`config.mk`:
```
export PLATFORM = sky130hd
export DESIGN_NAME = rv64g_reg_lock_tracker
export DESIGN_NICKNAME = d
export VERILOG_FILES = /design/src/rtl/rv64g_reg_lock_tracker_pkg.sv /design/src/rtl/rv64g_reg_lock_tracker_counter.sv /design/src/rtl/rv64g_reg_lock_tracker.sv
export SDC_FILE = /design/constraint.sdc
export NUM_CORES = 1
export LEC_CHECK = 0
export CELL_PAD_IN_SITES_DETAIL_PLACEMENT = 0
export CELL_PAD_IN_SITES_GLOBAL_PLACEMENT = 1
export CORE_AREA = 2 2 413 210
export DETAILED_ROUTE_END_ITERATION = 10
export DIE_AREA = 0 0 415 212
export HOLD_SLACK_MARGIN = 0.1
export PLACE_DENSITY_LB_ADDON = 0.25
export SYNTH_ARGS = -nofsm -noshare
export SYNTH_HDL_FRONTEND = slang
export SYNTH_SLANG_ARGS = --single-unit
```
`constraint.sdc`:
```
create_clock -name clk_i -period 19.35 [get_ports clk_i]
set_input_delay 3.87 -clock clk_i [delete_from_list [all_inputs] [get_ports clk_i]]
set_output_delay 3.87 -clock clk_i [all_outputs]
set_load 0.02 [all_outputs]
```
`src/rtl/rv64g_reg_lock_tracker_pkg.sv`:
```
// Shared definitions for the RV64G register lock tracker slice.
// NUM_REGS        : tracked architectural registers (x0..x31, f0..f31)
// NUM_OUTSTANDING : maximum pending writers per register
// locks_t         : one lock bit per register
// lock_cnt_t      : per-register pending-writer counter
package rv64g_pkg;

  localparam int unsigned NUM_REGS        = 64;
  localparam int unsigned NUM_OUTSTANDING = 4;
  localparam int unsigned LOCK_CNT_W      = $clog2(NUM_OUTSTANDING + 1);

  typedef logic [NUM_REGS-1:0]   locks_t;
  typedef logic [LOCK_CNT_W-1:0] lock_cnt_t;

endpackage

```
`src/rtl/rv64g_reg_lock_tracker_counter.sv`:
```
// reg_lock_counter: one saturating up/down pending-writer counter.
// Ports:
//   clk_i, arst_i : clock, asynchronous active-high reset
//   inc           : one launch targeting this register (0/1)
//   dec           : number of writebacks releasing this register this cycle
//   clear         : synchronous clear, overrides inc/dec
//   cnt           : current pending-writer count (0..NOS)
//   locked        : cnt != 0, purely from state
//   ovf, udf      : this cycle's update clamped high / low (not sticky)
module reg_lock_counter
  import rv64g_pkg::*;
#(
  parameter int unsigned NOS = NUM_OUTSTANDING,
  parameter int unsigned CW  = $clog2(NOS + 1),
  parameter int unsigned DW  = 2
) (
  input  logic          clk_i,
  input  logic          arst_i,
  input  logic          inc,
  input  logic [DW-1:0] dec,
  input  logic          clear,
  output logic [CW-1:0] cnt,
  output logic          locked,
  output logic          ovf,
  output logic          udf
);

  // Two extra bits give headroom above NOS and a sign bit below zero.
  localparam int unsigned SW = CW + 2;
  localparam logic signed [SW-1:0] NOS_S = SW'(NOS);

  logic signed [SW-1:0] sum;
  logic [CW-1:0]        cnt_d;

  always_comb begin
    sum   = $signed(SW'(cnt)) + $signed(SW'(inc)) - $signed(SW'(dec));
    cnt_d = cnt;
    ovf   = 1'b0;
    udf   = 1'b0;
    if (clear) begin
      cnt_d = '0;
    end else if (sum[SW-1]) begin
      cnt_d = '0;
      udf   = 1'b1;
    end else if (sum > NOS_S) begin
      cnt_d = CW'(NOS);
      ovf   = 1'b1;
    end else begin
      cnt_d = sum[CW-1:0];
    end
  end

  always_ff @(posedge clk_i or posedge arst_i) begin
    if (arst_i) begin
      cnt <= '0;
    end else begin
      cnt <= cnt_d;
    end
  end

  assign locked = (cnt != '0);

endmodule

```
`src/rtl/rv64g_reg_lock_tracker.sv`:
```
// rv64g_reg_lock_tracker: counts outstanding writes per register so the
// launcher can check hazards before issuing.
// Ports:
//   clk_i, arst_i  : clock, asynchronous active-high reset
//   clear_i        : synchronous clear of all counters and error flags
//   launch_valid_i : launcher output valid
//   launch_ready_i : launcher output ready (launch = valid & ready)
//   launch_dst_i   : destination mask of the launched instruction
//   wb_valid_i     : per-port writeback release strobes
//   wb_idx_i       : per-port released register index, port p at [p*IW +: IW]
//   locks_o        : per-register "has a pending writer"
//   pending_o      : per-register counters, register r at [r*CW +: CW]
//   overflow_o     : sticky, a launch hit a saturated counter
//   underflow_o    : sticky, a writeback hit a zero counter
// Register 0 (x0) is never tracked: its lock and count are tied to zero.
module rv64g_reg_lock_tracker
  import rv64g_pkg::*;
#(
  parameter int unsigned NR  = NUM_REGS,
  parameter int unsigned NOS = NUM_OUTSTANDING,
  parameter int unsigned NWB = 2
) (
  input  logic                              clk_i,
  input  logic                              arst_i,
  input  logic                              clear_i,
  input  logic                              launch_valid_i,
  input  logic                              launch_ready_i,
  input  logic [NR-1:0]                     launch_dst_i,
  input  logic [NWB-1:0]                    wb_valid_i,
  input  logic [NWB*$clog2(NR)-1:0]         wb_idx_i,
  output logic [NR-1:0]                     locks_o,
  output logic [NR*$clog2(NOS+1)-1:0]       pending_o,
  output logic                              overflow_o,
  output logic                              underflow_o
);

  localparam int unsigned CW = $clog2(NOS + 1);
  localparam int unsigned IW = $clog2(NR);
  localparam int unsigned DW = $clog2(NWB + 1);

  logic          launch;
  logic [DW-1:0] dec_cnt [NR-1:1];
  logic [NR-1:1] ovf_vec;
  logic [NR-1:1] udf_vec;
  logic          x0_dst_unused;

  assign launch        = launch_valid_i & launch_ready_i;
  assign x0_dst_unused = launch_dst_i[0];

  // Popcount of index-decoder matches across writeback ports; index 0 never
  // matches because the loop starts at register 1.
  always_comb begin
    for (int unsigned r = 1; r < NR; r++) begin
      dec_cnt[r] = '0;
      for (int unsigned p = 0; p < NWB; p++) begin
        if (wb_valid_i[p] && (wb_idx_i[p*IW +: IW] == IW'(r))) begin
          dec_cnt[r] = dec_cnt[r] + DW'(1);
        end
      end
    end
  end

  assign locks_o[0]         = 1'b0;
  assign pending_o[CW-1:0]  = '0;

  for (genvar r = 1; r < NR; r++) begin : g_cnt
    reg_lock_counter #(
      .NOS (NOS),
      .CW  (CW),
      .DW  (DW)
    ) u_cnt (
      .clk_i  (clk_i),
      .arst_i (arst_i),
      .inc    (launch & launch_dst_i[r]),
      .dec    (dec_cnt[r]),
      .clear  (clear_i),
      .cnt    (pending_o[r*CW +: CW]),
      .locked (locks_o[r]),
      .ovf    (ovf_vec[r]),
      .udf    (udf_vec[r])
    );
  end

  always_ff @(posedge clk_i or posedge arst_i) begin
    if (arst_i) begin
      overflow_o  <= 1'b0;
      underflow_o <= 1'b0;
    end else if (clear_i) begin
      overflow_o  <= 1'b0;
      underflow_o <= 1'b0;
    end else begin
      if (|ovf_vec) overflow_o  <= 1'b1;
      if (|udf_vec) underflow_o <= 1'b1;
    end
  end

endmodule

```
==> reports/metrics.sh <==
WORST_EP_REQUIRED_TIME_NS=19.67
POSTCTSSETUPREPAIRBUFS=0
DRTITER0DRC=2077
HOLDCRITPATHCLASS='register to register'
TIMING.CLOCK.SKEW_NS=0.01600
CTS_MAX_PATH_BUFFERS=2
REPORT.FINAL.SETUP_VIOL=0
POWER.CLOCK.FRACTION=0.318
MAX_CLOCK_FREQ_MHz=115.3
P_SW_FRAC=0.3643
WORSTPATHMAXFANOUT=7
YS_SEQ_AREA_FRAC=0.2116
NUM-NETS-FINAL=3626
WORST_SKEW_LATE_LATENCY_NS=0.50
CLOCK-SINKS=191
TRITONCTS_CLOCK_TREE='built'
SYNTH_WARNINGS=0
CTSROOTBUFFERMASTER='clkbuf_16'
INITIAL_ANTENNA_VIOLATION_COUNT=7
CTS_HTREE_LEVELS=4
SEQUENTIALPOWERSHARE=0.343
CTS_HOLD_REPAIR.BUFFERS=0
DIE_AREA_UM2=87980
YOSYS.AREA.TOP_TYPE_SHARE=0.2116
SYNTH_AREA_UM2=22580
WIRE_LENGTH_OF_THE_FIRST_GLOBAL_ROUTING_PASS_UM=132600
START_UTIL=0.2663
GRT_MAX_DEGREE=84
CP_CELL_SEQUENCE='clkdlybuf4s50_1 -> nor2b_1 -> nand3_1 -> nor2_1 -> ha_1 -> ha_1 -> fa_1 -> nand2_1 -> a21oi_1 -> o21a_1 -> a211oi_1 -> a2111oi_0 -> and3_1 -> and4_1 -> a41oi_1'
REGTOREGENDPOINT='overflow_o$_DFFE_PP0P_'
NUMBER_OF_ENABLE_TYPE_REGISTER_CELLS_IN_THE_SYNTHESIZED_NETLIST=0
NETLIST_INSTANCES=2955
NUMPORTBUFFERS=335
FIN_WS_NS=10.68
DRT_WL_TOTAL_UM=89770
TIMING.HOLD.WORST_ENDPOINT='g_cnt[51].u_cnt.cnt[2]$_DFF_PP0_'
CP_SLOWEST_STAGE_DELAY_NS=1.17
CTS-BUFFERS-INSERTED=17
IO_PINS=341
SYNTH.AVG_CELL_AREA_UM2=7.643
RELSLEWSLACK=0.06340
FIRST_PASS_ITERS=5
PEAKVDDDROP_uV=71.06
FINISH.INSTANCE_AREA_UM2=27270
CRIT_FAMILY='simple AND/OR/NAND/NOR gates'
CHIPHEIGHT_UM=212
POWER.COMBINATIONAL.FRACTION=0.339
TIMING.FINAL.MAX_SLEW_VIOLATIONS=0
TIMING.FINAL.CRIT_SHARE=0.4481
MOSTFREQUENTLAYOUTCELLS='nor2_1, clkdlybuf4s50_1, ha_1'
WORST-ENDPOINT-ARRIVAL_NS=8.99
TOTAL_CELL_AREA_AT_THE_PLACEMENT_STAGE_UM2=26620
DIEWIDTH_UM=415
CRITICAL_PATH.REG2REG.STARTPOINT='g_cnt[49].u_cnt.cnt[0]$_DFF_PP0_'
MAX_SLEW.WORST_PIN.SLEW_NS=1.369
NETLIST.TOP_CELL.BY_AREA='dfrtp_1'
ANT_NETS=0
POWER_PER_CELL_AREA_nW_PER_UM2=49.08
CELL_INTERNAL_PWR_mW=0.8508
SYNTH_FLOP_CELL='dfrtp_1'
HOLD_SLACK_NS=0.6061
AVGVIACOUNTPERCELL=5.105
HOLD_PATH_DEPTH=1
VIA_COUNT_OF_THE_FIRST_GLOBAL_ROUTING_PASS=19710
GRT_USE_TOTAL=0.2018
CP.BUFFERS_INVERTERS=1
DRC=0
GLOBALROUTE.TOTALOVERFLOW=0
CLKTRANSATPATHREGS_NS=0.08
TIMING.CRITICAL_PATH.TO_TYPE='register'
DP_WORST_SETUP_SLACK_NS=10.27
WORSTREGTOREGCELLS=12
MIN_FROM='g_cnt[51].u_cnt.cnt[2]$_DFF_PP0_'
GLOBALPLACE.CONGESTION=0.8574
CAP_VIOLATIONS=0
CPMAXSTAGEDELAYCELL='a2111oi_0'
SETUP_REPAIR_AFTER_GLOBAL_ROUTING_MISSED_ITS_MARGIN='false'
FF2FF_SETUP_SLACK_NS=14.90
CTS-RESIZED-GATES=0
AREAGROWTHSYNTHTOFINISH_PCT=20.74
ROW_COUNT=76
DR_TOTAL_VIAS=22000
SYNTH.LIB_CELLS_USED.DISTINCT=80
YS_SEQ_ELEMENTS=191
SETUP-TNS-FINAL_NS=0
DESIGN_POWER_TOTAL_mW=1.338
DRIVE_GT1_FRAC=0.03524
FINAL_COMMON_CELL='nor2_1'
ANTENNA_CELLS_INSERTED=0
AVGROUTEDWIREPERCELL_UM=20.83
POWER.NET_SWITCHING_mW=0.4875
NETLIST_TOP_CELLS_AREA='dfrtp_1, ha_1, nor2_1'
CORE_AREA_UM2=84820
TIMING_HOLD_VIOLATIONS_FINAL=0
CELLLEAKAGEPOWER_nW=11.89
PERIOD_NEEDED_NS=8.671
STATUS='finished clean'
CRITICALPATHCATEGORY='input pin to register'
STARTPOINT_TYPE='input pin'
HPWL_UM=69890
SYNTH-ASYNC-RESET-RATIO=1.000
CPMOSTUSEDCELL='ha_1'
sequential cells by signal, indices dropped and copies added (netlist names):
name	cells
g_cnt.u_cnt.cnt	189
overflow_o	1
underflow_o	1
per-stage QoR:
stage / util / std cells
6_report: 0.3215 / 4309
5_1_grt: 0.3215 / 4309
4_1_cts: 0.3215 / 4309
3_5_place_dp: 0.3138 / 4277
3_3_place_gp: 0.3138 / 4277
2_1_floorplan: - / 2958
power by group through the flow:
stage                     clock [mW]  combinational (mW)  sequential (mW)
after floorplan                    0               0.265            0.476
after global placement             0               0.457            0.468
after detailed placement           0               0.451            0.468
after CTS                      0.439               0.454            0.460
after global routing           0.454               0.495            0.464
final                          0.426               0.453            0.459
Yosys cell counts (all sizes together) (6+ instances only):
library cell,count
or4,10
a21oi,213
nand4,32
a22oi,7
buf,73
nor3b,11
fa,63
o21a,7
or2,13
o21ai,142
o211ai,7
ha,315
nor2,422
o31ai,11
nand3b,23
mux2i,19
xnor2,26
and2,20
o22ai,6
nand2b,32
or3,65
and3,89
a31oi,84
dfrtp,191
nor3,56
nand2,246
a221oi,15
xor2,10
nor4,7
clkbuf,92
o32ai,13
a2111oi,9
o32a,12
mux2,30
a211oi,39
inv,271
nor2b,34
nand3,147
a311oi,10
a21o,12
logic make-up after synthesis:
logic type,share of synthesized area
and+or+nand+nor,0.2567
DFF,0.2116
xor gates and xnor gates,0.01496
other,0.0001660
AOI/OAI and AO/OA,0.1788
buffers and inverters,0.08399
muxes,0.02338
adders and majority gates,0.2304
per-layer routing:
metal / up-vias / GRT usage / wire (µm)
met5: - / 0 / 0
met4: 0 / 0.03083 / 808
met3: 39 / 0.02674 / 4145
met2: 634 / 0.2749 / 35060
met1: 10460 / 0.3311 / 49750
li1: 10870 / - / -
worst max path at each step:
| stage | depth (start not counted) | end | startpoint |
|---|---|---|---|
| 2_1_floorplan | 1 | g_cnt[10].u_cnt.cnt[0]$_DFF_PP0_ | arst_i |
| 3_3_place_gp | 15 | overflow_o$_DFFE_PP0P_ | wb_valid_i[1] |
| 3_5_place_dp | 15 | overflow_o$_DFFE_PP0P_ | wb_valid_i[1] |
| 4_1_cts | 15 | overflow_o$_DFFE_PP0P_ | wb_valid_i[1] |
| 5_1_grt | 15 | overflow_o$_DFFE_PP0P_ | wb_valid_i[1] |
| 6_report | 15 | overflow_o$_DFFE_PP0P_ | wb_idx_i[9] |
area by class of cell:
| cell class | instances | area [µm²] |
|---|---|---|
| clock buffer | 23 | 467.9 |
| inverter | 272 | 1030 |
| fill | 8971 | 57550 |
| sequential | 191 | 4780 |
| clock inverter | 9 | 180.2 |
| timing repair buffer | 353 | 3476 |
| multi-input combinational | 2330 | 15920 |
| tap | 1131 | 1415 |
No activity file was read; power rests on OpenSTA's default activity.
